--- config.mk ---
export PLATFORM = sky130hd
export DESIGN_NAME = segasys1_sndlatch
export DESIGN_NICKNAME = d
export VERILOG_FILES = /design/src/rtl/segasys1_sndlatch_pkg.sv /design/src/rtl/segasys1_cmdfifo.sv /design/src/rtl/segasys1_sndlatch.sv
export SDC_FILE = /design/constraint.sdc
export NUM_CORES = 1
export LEC_CHECK = 0
export BUFFER_PORTS_ARGS = -buffer_cell sky130_fd_sc_hd__buf_2
export CELL_PAD_IN_SITES_DETAIL_PLACEMENT = 1
export CELL_PAD_IN_SITES_GLOBAL_PLACEMENT = 1
export CORE_MARGIN = 2
export CORE_UTILIZATION = 38
export CTS_BUF_LIST = sky130_fd_sc_hd__clkbuf_2 sky130_fd_sc_hd__clkbuf_4 sky130_fd_sc_hd__clkbuf_8
export DETAILED_ROUTE_END_ITERATION = 8
export GPL_TIMING_DRIVEN = 0
export PLACE_DENSITY_LB_ADDON = 0.1
export SLEW_MARGIN = 0
export SYNTH_ARGS = -nofsm -noshare
export SYNTH_HDL_FRONTEND = slang
export SYNTH_SLANG_ARGS = --single-unit
--- constraint.sdc ---
create_clock -name CLK48M -period 3.1 [get_ports CLK48M]
set_input_delay 0.62 -clock CLK48M [delete_from_list [all_inputs] [get_ports CLK48M]]
set_output_delay 0.62 -clock CLK48M [all_outputs]
set_load 0.01 [all_outputs]
--- src/rtl/segasys1_sndlatch_pkg.sv ---
// Shared types and defaults for the Sega System 1 sound-command bridge.
// NMI handshake state encodings are fixed so that debug captures decode consistently.
package segasys1_sndlatch_pkg;

    typedef enum logic [1:0] {
        ST_IDLE   = 2'd0,
        ST_ASSERT = 2'd1,
        ST_WAIT   = 2'd2,
        ST_GAP    = 2'd3
    } nmiState_e;

    localparam int DEFAULT_DEPTH      = 4;
    localparam int DEFAULT_IRQ_PERIOD = 200000;
    localparam int DEFAULT_NMI_GAP    = 16;

    // Width needed to hold values 0..n-1, never narrower than one bit.
    function automatic int widthFor(input int n);
        return (n > 1) ? $clog2(n) : 1;
    endfunction

endpackage

--- src/rtl/segasys1_cmdfifo.sv ---
// Small command FIFO between main CPU and sound CPU; power-of-two depth with wrapping pointers.
// A pop and a push in the same cycle are both honoured even when full.
module segasys1_cmdfifo
    import segasys1_sndlatch_pkg::*;
#(
    parameter int DEPTH = DEFAULT_DEPTH
) (
    input  logic                     clk,
    input  logic                     reset,
    input  logic                     push_i,
    input  logic                     pop_i,
    input  logic [7:0]               data_i,
    output logic [7:0]               head_o,
    output logic                     empty_o,
    output logic                     full_o,
    output logic [$clog2(DEPTH):0]   count_o
);

    localparam int PTR_W = $clog2(DEPTH);
    localparam int CNT_W = PTR_W + 1;

    logic [7:0]       mem_q [DEPTH];
    logic [PTR_W-1:0] wrPtr_q, wrPtr_d;
    logic [PTR_W-1:0] rdPtr_q, rdPtr_d;
    logic [CNT_W-1:0] count_q, count_d;
    logic             doPush;
    logic             doPop;

    assign empty_o = (count_q == '0);
    assign full_o  = (count_q == CNT_W'(DEPTH));
    assign count_o = count_q;
    assign head_o  = mem_q[rdPtr_q];

    // The pop frees a slot first, which lets a push land on a full FIFO.
    assign doPop  = pop_i & ~empty_o;
    assign doPush = push_i & (~full_o | doPop);

    always_comb begin
        wrPtr_d = wrPtr_q;
        rdPtr_d = rdPtr_q;
        count_d = count_q;
        if (doPush) wrPtr_d = wrPtr_q + PTR_W'(1);
        if (doPop)  rdPtr_d = rdPtr_q + PTR_W'(1);
        unique case ({doPush, doPop})
            2'b10:   count_d = count_q + CNT_W'(1);
            2'b01:   count_d = count_q - CNT_W'(1);
            default: count_d = count_q;
        endcase
    end

    always_ff @(posedge clk) begin
        if (reset) begin
            wrPtr_q <= '0;
            rdPtr_q <= '0;
            count_q <= '0;
        end else begin
            wrPtr_q <= wrPtr_d;
            rdPtr_q <= rdPtr_d;
            count_q <= count_d;
        end
    end

    always_ff @(posedge clk) begin
        if (doPush) mem_q[wrPtr_q] <= data_i;
    end

endmodule

--- src/rtl/segasys1_sndlatch.sv ---
// Sound-command latch: queues main-CPU sound writes, NMI-signals each one to the sound CPU
// and produces the sound CPU's periodic timer IRQ.
module segasys1_sndlatch
    import segasys1_sndlatch_pkg::*;
#(
    parameter int DEPTH      = DEFAULT_DEPTH,
    parameter int IRQ_PERIOD = DEFAULT_IRQ_PERIOD,
    parameter int NMI_GAP    = DEFAULT_NMI_GAP
) (
    input  logic       CLK48M,
    input  logic       RESET,
    input  logic       SNDRQ,
    input  logic [7:0] CPUDO,
    input  logic       SCPURD,
    input  logic       SIRQACK,
    output logic [7:0] SNDCMD,
    output logic       SNDNMI,
    output logic       SNDIRQ,
    output logic       FULL,
    output logic       OVF
);

    localparam int CNT_W = $clog2(DEPTH) + 1;
    localparam int TMR_W = widthFor(IRQ_PERIOD);
    localparam int GAP_W = widthFor(NMI_GAP);

    logic             rqPrev_q, rdPrev_q, ackPrev_q;
    logic             pushPulse, popPulse, ackPulse;
    logic [7:0]       fifoHead;
    logic             fifoEmpty, fifoFull;
    logic [CNT_W-1:0] fifoCount;
    logic             pending;
    logic [7:0]       lastCmd_q;
    logic             ovf_q;
    nmiState_e        state_q, state_d;
    logic [GAP_W-1:0] gapCnt_q, gapCnt_d;
    logic [TMR_W-1:0] tmr_q, tmr_d;
    logic             irq_q, irq_d;
    logic             tmrWrap;

    // Popping at the falling edge of the read keeps the byte stable while it is being read.
    assign pushPulse = SNDRQ & ~rqPrev_q;
    assign popPulse  = ~SCPURD & rdPrev_q & ~fifoEmpty;
    assign ackPulse  = SIRQACK & ~ackPrev_q;
    assign pending   = (fifoCount != '0);

    segasys1_cmdfifo #(
        .DEPTH(DEPTH)
    ) u_cmdfifo (
        .clk     (CLK48M),
        .reset   (RESET),
        .push_i  (pushPulse),
        .pop_i   (popPulse),
        .data_i  (CPUDO),
        .head_o  (fifoHead),
        .empty_o (fifoEmpty),
        .full_o  (fifoFull),
        .count_o (fifoCount)
    );

    always_ff @(posedge CLK48M) begin
        if (RESET) begin
            rqPrev_q  <= 1'b0;
            rdPrev_q  <= 1'b0;
            ackPrev_q <= 1'b0;
            lastCmd_q <= 8'h00;
            ovf_q     <= 1'b0;
        end else begin
            rqPrev_q  <= SNDRQ;
            rdPrev_q  <= SCPURD;
            ackPrev_q <= SIRQACK;
            if (popPulse) lastCmd_q <= fifoHead;
            if (pushPulse & fifoFull & ~popPulse) ovf_q <= 1'b1;
        end
    end

    assign SNDCMD = fifoEmpty ? lastCmd_q : fifoHead;
    assign FULL   = fifoFull;
    assign OVF    = ovf_q;

    always_ff @(posedge CLK48M) begin
        if (RESET) begin
            state_q  <= ST_IDLE;
            gapCnt_q <= '0;
        end else begin
            state_q  <= state_d;
            gapCnt_q <= gapCnt_d;
        end
    end

    // The gap state keeps NMI low long enough for the sound CPU to see a fresh edge.
    always_comb begin
        state_d  = state_q;
        gapCnt_d = gapCnt_q;
        unique case (state_q)
            ST_IDLE: begin
                if (pending) state_d = ST_ASSERT;
            end
            ST_ASSERT: begin
                if (SCPURD) state_d = ST_WAIT;
            end
            ST_WAIT: begin
                if (popPulse) begin
                    state_d  = ST_GAP;
                    gapCnt_d = GAP_W'(NMI_GAP - 1);
                end
            end
            ST_GAP: begin
                if (gapCnt_q == '0) state_d = pending ? ST_ASSERT : ST_IDLE;
                else                gapCnt_d = gapCnt_q - GAP_W'(1);
            end
            default: state_d = ST_IDLE;
        endcase
    end

    always_comb begin
        SNDNMI = (state_q == ST_ASSERT) || (state_q == ST_WAIT);
    end

    // A wrap beats a coincident acknowledge so no timer tick is ever lost.
    assign tmrWrap = (tmr_q == TMR_W'(IRQ_PERIOD - 1));

    always_comb begin
        tmr_d = tmrWrap ? '0 : tmr_q + TMR_W'(1);
        irq_d = irq_q;
        if (ackPulse) irq_d = 1'b0;
        if (tmrWrap)  irq_d = 1'b1;
    end

    always_ff @(posedge CLK48M) begin
        if (RESET) begin
            tmr_q <= '0;
            irq_q <= 1'b0;
        end else begin
            tmr_q <= tmr_d;
            irq_q <= irq_d;
        end
    end

    assign SNDIRQ = irq_q;

endmodule

# Word level (Yosys, flattened, before mapping)
# Memories as Yosys holds them, arrays and structs flattened. A register that Yosys moved wholly into a read port is not among the register bits.
# Cells that the tools add are included.
[word_totals]
register_bits = 44
n_memories = 1
out_inout_bits = 12
input_bits = 13
wordCells = 74
ramBits = 32
[classes]
n_bitwise = 15
n_eq_ne = 12
n_mux = 17
n_reduce_logical = 11
add_sub_neg = 6
[mem_list]
columns = ["name", "depth", "word_bits", "read_ports", "rd_clocked_by_memory_dff", "write_ports", "line", "text"]
rows = [
  ["u_cmdfifo.mem_q", 4, 8, 1, 1, 1, "segasys1_cmdfifo.sv:22", "logic [7:0] mem_q [DEPTH];"],
]
[op_table]
columns = ["operator", "count"]
rows = [
  ["$add 18x1->18 const B", 1],
  ["$eq 18x18->1 const B", 1],
  ["$mux 2", 6],
  ["$ne 2x2->1 const B", 5],
  ["$and 1x1->1", 8],
  ["$mux 4", 2],
  ["$mux 8", 1],
  ["$pmux 2 s4", 1],
  ["$pmux 4 s2", 1],
  ["$eq 2x2->1 const B", 3],
  ["$not 1->1", 6],
  ["$pmux 3 s2", 1],
  ["$reduce_bool 2->1", 3],
  ["$mux 1", 5],
  ["$add 2x1->2 const B", 2],
  ["$eq 2x1->1 const B", 2],
  ["$logic_not 4->1", 1],
  ["$reduce_and 4->1", 1],
  ["$sub 4x1->4 const B", 1],
  ["$add 3x1->3 const B", 1],
  ["$eq 3x3->1 const B", 1],
  ["$logic_not 3->1", 1],
  ["$reduce_and 3->1", 1],
  ["$reduce_bool 3->1", 1],
  ["other kinds (5)", 5],
]

# Longest topological paths before layout
[depth]
word_depth = 8
mapped_depth = 9
mapped_depth_nobuf = 7

# By module
# Synthesis repeated with hierarchy kept, for this count alone.
[unflattened]
cells_unflattened = 297
area_unflattened_um2 = 3444.6
[modules_own_cells]
columns = ["mod", "n_inst", "cells_each", "seq_area_each_um2", "area_each_um2"]
rows = [
  ["segasys1_sndlatch", 1, 201, 740.7, 1799.2],
  ["segasys1_cmdfifo", 1, 96, 1141.1, 1645.3],
]

# Worst setup path after synthesis
# No wires, ideal clock.
[synth_timing]
path_kind = "input to register"
startpoint = "in SCPURD"
endpoint = "reg u_cmdfifo.count_q[2], in the netlist u_cmdfifo.count_o[2]"
stages = 8
setup_ns = 0.132
t_required_ns = 2.968
path_slack_ns = 0.611
path_buffers = 1
arrival_ns = 2.356
cell_sequence = "nand2b_1 > nor2_1 > clkbuf_1 > nand2_1 > fa_1 > or3_1 > a31oi_1 > a21oi_1"
[synth_between]
elab_chain_cells = 8
elab_cells_between_ends = 10
cone_classes = "eq/ne: 2; mux: 1; bitwise: 6; reduce/logical: 1"
[synth_lines]
columns = ["element", "line", "text"]
rows = [
  ["start: declaration", "segasys1_sndlatch.sv:14", "input logic SCPURD,"],
  ["$not 1->1 *", "segasys1_sndlatch.sv:43", "assign popPulse = ~SCPURD & rdPrev_q & ~fifoEmpty;"],
  ["$and 1x1->1 * (2 in a row)", "segasys1_sndlatch.sv:43", ""],
  ["$and 1x1->1 *", "segasys1_cmdfifo.sv:35", "assign doPop = pop_i & ~empty_o;"],
  ["$or 1x1->1", "segasys1_cmdfifo.sv:36", "assign doPush = push_i & (~full_o | doPop);"],
  ["$and 1x1->1", "segasys1_cmdfifo.sv:36", ""],
  ["$eq 2x1->1 or $eq 2x2->1 (tied branches)", "segasys1_cmdfifo.sv:44", "unique case ({doPush, doPop})"],
  ["$pmux 3 s2 or $reduce_bool 2->1 (tied branches)", "n/a", ""],
  ["end signal: assignment", "segasys1_cmdfifo.sv:59", "count_q <= count_d;"],
  ["end: declaration", "segasys1_cmdfifo.sv:25", "logic [CNT_W-1:0] count_q, count_d;"],
]
# Every way passes the cells marked *; elsewhere a longest branch is shown, timed or not.
# A chain may end at the register's enable or synchronous reset.

==> results.json <==
{
  "sequentialPowerShare_pct": 49.0,
  "cts_inserted_buffers": 9,
  "drt_iter0_markers": 88,
  "dr.pass1.iters": 4,
  "crit_path_end": "SNDCMD[0]",
  "grt_start_max_net_pins": 17,
  "die-area_sq_mm": 0.00975,
  "antenna_cells_inserted": 0,
  "crit_path_frequent_cell": "sky130_fd_sc_hd__nand2_1",
  "clockBufferDepth": 2,
  "antenna_found_initial": 0,
  "worst_slew_pin_slew_ns": 0.694,
  "synthAdderAreaFrac_pct": 4.62,
  "clk_pin_slew_ns": 0.09,
  "ant_nets": 0,
  "yosys_most_used_dff": "sky130_fd_sc_hd__dfxtp_1",
  "wire_per_inst_microns": 15.3,
  "final_period_minus_worst_setup_slack_ns": 2.77,
  "critPathLaunchType": "flip-flop",
  "standard_cell_with_the_maximum_stage_delay_on_the_critical_path": "sky130_fd_sc_hd__mux4_2",
  "gate_power_share_pct": 20.5,
  "swShare_pct": 32.0,
  "synth_top_family_by_area": "simple AND/OR/NAND/NOR gates",
  "fillers": 991,
  "worst-path-buf-inv": 2,
  "gr-usage-all-layers_pct": 15.7,
  "drc_errors": 0,
  "yosys.area_share.xor_xnor_pct": 4.37,
  "routed_wl_mm": 7.14,
  "dp.cells": 451,
  "critPathMaxStageDelay_ns": 0.64,
  "synth.area.top_cells": "sky130_fd_sc_hd__edfxtp_1, sky130_fd_sc_hd__dfxtp_1, sky130_fd_sc_hd__mux4_2",
  "worstReg2RegEnd": "u_cmdfifo.count_o[2]",
  "syn_nets": 344,
  "timing.critical_path.cells": "clkbuf_1, mux4_2, nand2_1, nand2_1, buf_2",
  "timing.critical_path.to_type": "output port",
  "vdd_ir_drop_max_v": 0.000281,
  "p_int_mw": 1.65,
  "sink_count_of_the_clock_tree": 78,
  "critPathMaxFanout": 8,
  "place_hpwl_mm": 5.05,
  "rsz_0062_raised_after_global_routing": "false",
  "fp.dieH_microns": 98.7,
  "ys_seq_elements": 78,
  "max_freq_mhz": 360,
  "regToRegStartpoint": "u_cmdfifo.count_o[0]",
  "post_drt_via_cell_ratio": 5.10,
  "fin_nets": 379,
  "critical_path_depth": 5,
  "synth-compound-area-share_pct": 5.91,
  "htree_levels": 3,
  "synth_largest_area_cell": "sky130_fd_sc_hd__edfxtp_1",
  "num_vias": 2384,
  "final_max_slew_viol_count": 0,
  "drive_above_1_share_pct": 15.0,
  "finalHoldViolCount": 0,
  "fin_skew_ns": 0.0127,
  "status": "finished, final reports clean",
  "holdBufCountCts": 0,
  "effective_utilization_at_floorplan_pct": 39.1,
  "grt_first_pass_wirelength_mm": 12.0,
  "maxSlewHeadroom_pct": 53.8,
  "max-cap-violations": 0,
  "clock_power_share_pct": 30.5,
  "power.density_cell_area_mw_per_mm2": 630,
  "reg2reg_setup_slack_ns": 0.35,
  "finalNonFillerCells": 467,
  "synth_cell_types": 41,
  "detailed_place.area_sq_mm": 0.00367,
  "synth_enable_flop_cells": 32,
  "fp.dieW_microns": 98.7,
  "setup-tns-final_ns": 0,
  "synthesis.instances": 319,
  "post_synth_and_or_nand_nor_area_fraction_pct": 20.1,
  "crit_family": "buffers and inverters",
  "cp_data_arrival_time_ns": 2.15,
  "report.final.setup_viol": 0,
  "cp_data_required_time_ns": 2.48,
  "postCtsSetupRepairBufs": 0,
  "multiplexer_share_of_the_synthesized_area_pct": 7.15,
  "setup.worst_path.class": "flip-flop to output port",
  "yosys.area.top_type_share_pct": 28.2,
  "sequential_fraction_of_the_synthesis_area_pct": 55.2,
  "hold_path.class": "flip-flop to flip-flop",
  "gp_congestion": 0.738,
  "total_switching_power_mw": 0.779,
  "cts_tree": "done",
  "worst_skew_pair.late_latency_ns": 0.36,
  "finalInstanceArea_sq_mm": 0.00385,
  "synthesis.yosys.warnings": 0,
  "async_flop_share_pct": 0,
  "synth_common_cells": "sky130_fd_sc_hd__nand2_1, sky130_fd_sc_hd__dfxtp_1, sky130_fd_sc_hd__nor2_1, sky130_fd_sc_hd__edfxtp_1, sky130_fd_sc_hd__a21oi_1",
  "reg2reg_depth": 9,
  "io-pin-count": 25,
  "syn_avg_cell_area_sq_um": 10.7,
  "row_count": 34,
  "clock_tree.root_cell": "sky130_fd_sc_hd__clkbuf_8",
  "synthToLayoutAreaGrowth_pct": 13.0,
  "final_min_period_over_clock_period_pct": 89.5,
  "most_common_cell_in_the_synthesized_netlist": "sky130_fd_sc_hd__nand2_1",
  "placeableCoreArea_sq_mm": 0.00872,
  "grt_overflow": 0,
  "via_count_of_the_first_global_routing_pass": 2427,
  "synth_area_sq_mm": 0.00341,
  "numPortBuffers": 24,
  "power.leakage_nw": 1.38
}
## per-layer routing
layer / share of wire [%] / vias up / global-route usage [%] / routed length (microns)
li1: - / 1191 / - / -
met1: 50 / 1151 / 21.5 / 3540
met2: 45 / 30 / 24.6 / 3230
met3: 3.1 / 12 / 3.40 / 220
met4: 2.0 / 0 / 6.01 / 145
met5: 0 / - / 0 / 0
## worst min-delay path by stage
stage,to,start,cells after the start,slack [ns]
floorplan,tmr_q[0],tmr_q[0],1,0.42
global placement,tmr_q[0],tmr_q[0],1,0.44
detailed placement,tmr_q[0],tmr_q[0],1,0.43
CTS,tmr_q[0],tmr_q[0],1,0.45
global route,u_cmdfifo.mem_q[3][1],CPUDO[1],1,0.47
finish,tmr_q[0],tmr_q[0],1,0.45
## state kept, by name (all words and copies together) (netlist names), named ones only
signal / count
tmr_q: 18
u_cmdfifo.mem_q: 32
ackPrev_q: 1
lastCmd_q: 8
SNDIRQ: 1
u_cmdfifo.count_o: 3
u_cmdfifo.rdPtr_q: 2
OVF: 1
u_cmdfifo.wrPtr_q: 2
state_q: 2
rqPrev_q: 1
rdPrev_q: 1
gapCnt_q: 4
## power by group through the flow
stage	logic (mW)	registers (mW)	clock network, mW
floorplan	0.358	1.20	0
global placement	0.497	1.21	0
detailed placement	0.504	1.21	0
CTS	0.506	1.19	0.763
global route	0.567	1.20	0.807
finish	0.498	1.19	0.742
## repair_timing
| action | in CTS | in global routing |
|---|---|---|
| resized for setup | 0 | 2 |
| endpoints found under the setup margin | 0 | 1 |
| endpoints found under the hold margin | 0 | 0 |
## logic make-up (layout without fill, tap and decap cells)
family | count (synthesis) | count (layout)
AOI/OAI and AO/OA | 32 | 32
xor gates and xnor gates | 17 | 17
adders and majority gates | 12 | 12
buffers and inverters | 24 | 64
DFF | 78 | 78
muxes | 14 | 14
and+or+nand+nor | 142 | 142
## layout by cell type (no fill, tap or decap), types with 8 or more instances in the layout
master | Yosys | routed
sky130_fd_sc_hd__clkbuf_8 | 0 | 9
sky130_fd_sc_hd__nand3_1 | 11 | 11
sky130_fd_sc_hd__inv_1 | 11 | 11
sky130_fd_sc_hd__ha_1 | 11 | 11
sky130_fd_sc_hd__dfxtp_1 | 46 | 46
sky130_fd_sc_hd__a21oi_1 | 14 | 14
sky130_fd_sc_hd__edfxtp_1 | 32 | 32
sky130_fd_sc_hd__xnor2_1 | 11 | 11
sky130_fd_sc_hd__nand2_1 | 47 | 47
sky130_fd_sc_hd__buf_2 | 0 | 24
sky130_fd_sc_hd__mux4_2 | 8 | 8
sky130_fd_sc_hd__clkbuf_1 | 12 | 11
sky130_fd_sc_hd__nor2_1 | 37 | 37
## area by class of cell
type / count / area [sq um] / share of cell area, %
clock buffer: 9 / 124 / 3.21
inverter: 11 / 41.3 / 1.07
timing repair buffer: 24 / 120 / 3.12
buffer: 13 / 50.0 / 1.30
clock inverter: 7 / 63.8 / 1.66
sequential: 78 / 1880 / 48.8
multi-input combinational: 217 / 1440 / 37.3
tap: 108 / 135 / 3.51
## stage by stage
step,power (mW),utilization (%),hold WS (ns),setup slack [ns]
after floorplan,1.56,-,0.418,0.611
after global placement,1.71,42.0,0.438,0.146
after detailed placement,1.72,42.0,0.435,0.121
after CTS,2.46,44.2,0.454,0.153
after global routing,2.57,44.2,0.468,0.128
final,2.43,44.2,0.452,0.326
Power figures use the tool's default switching activity.
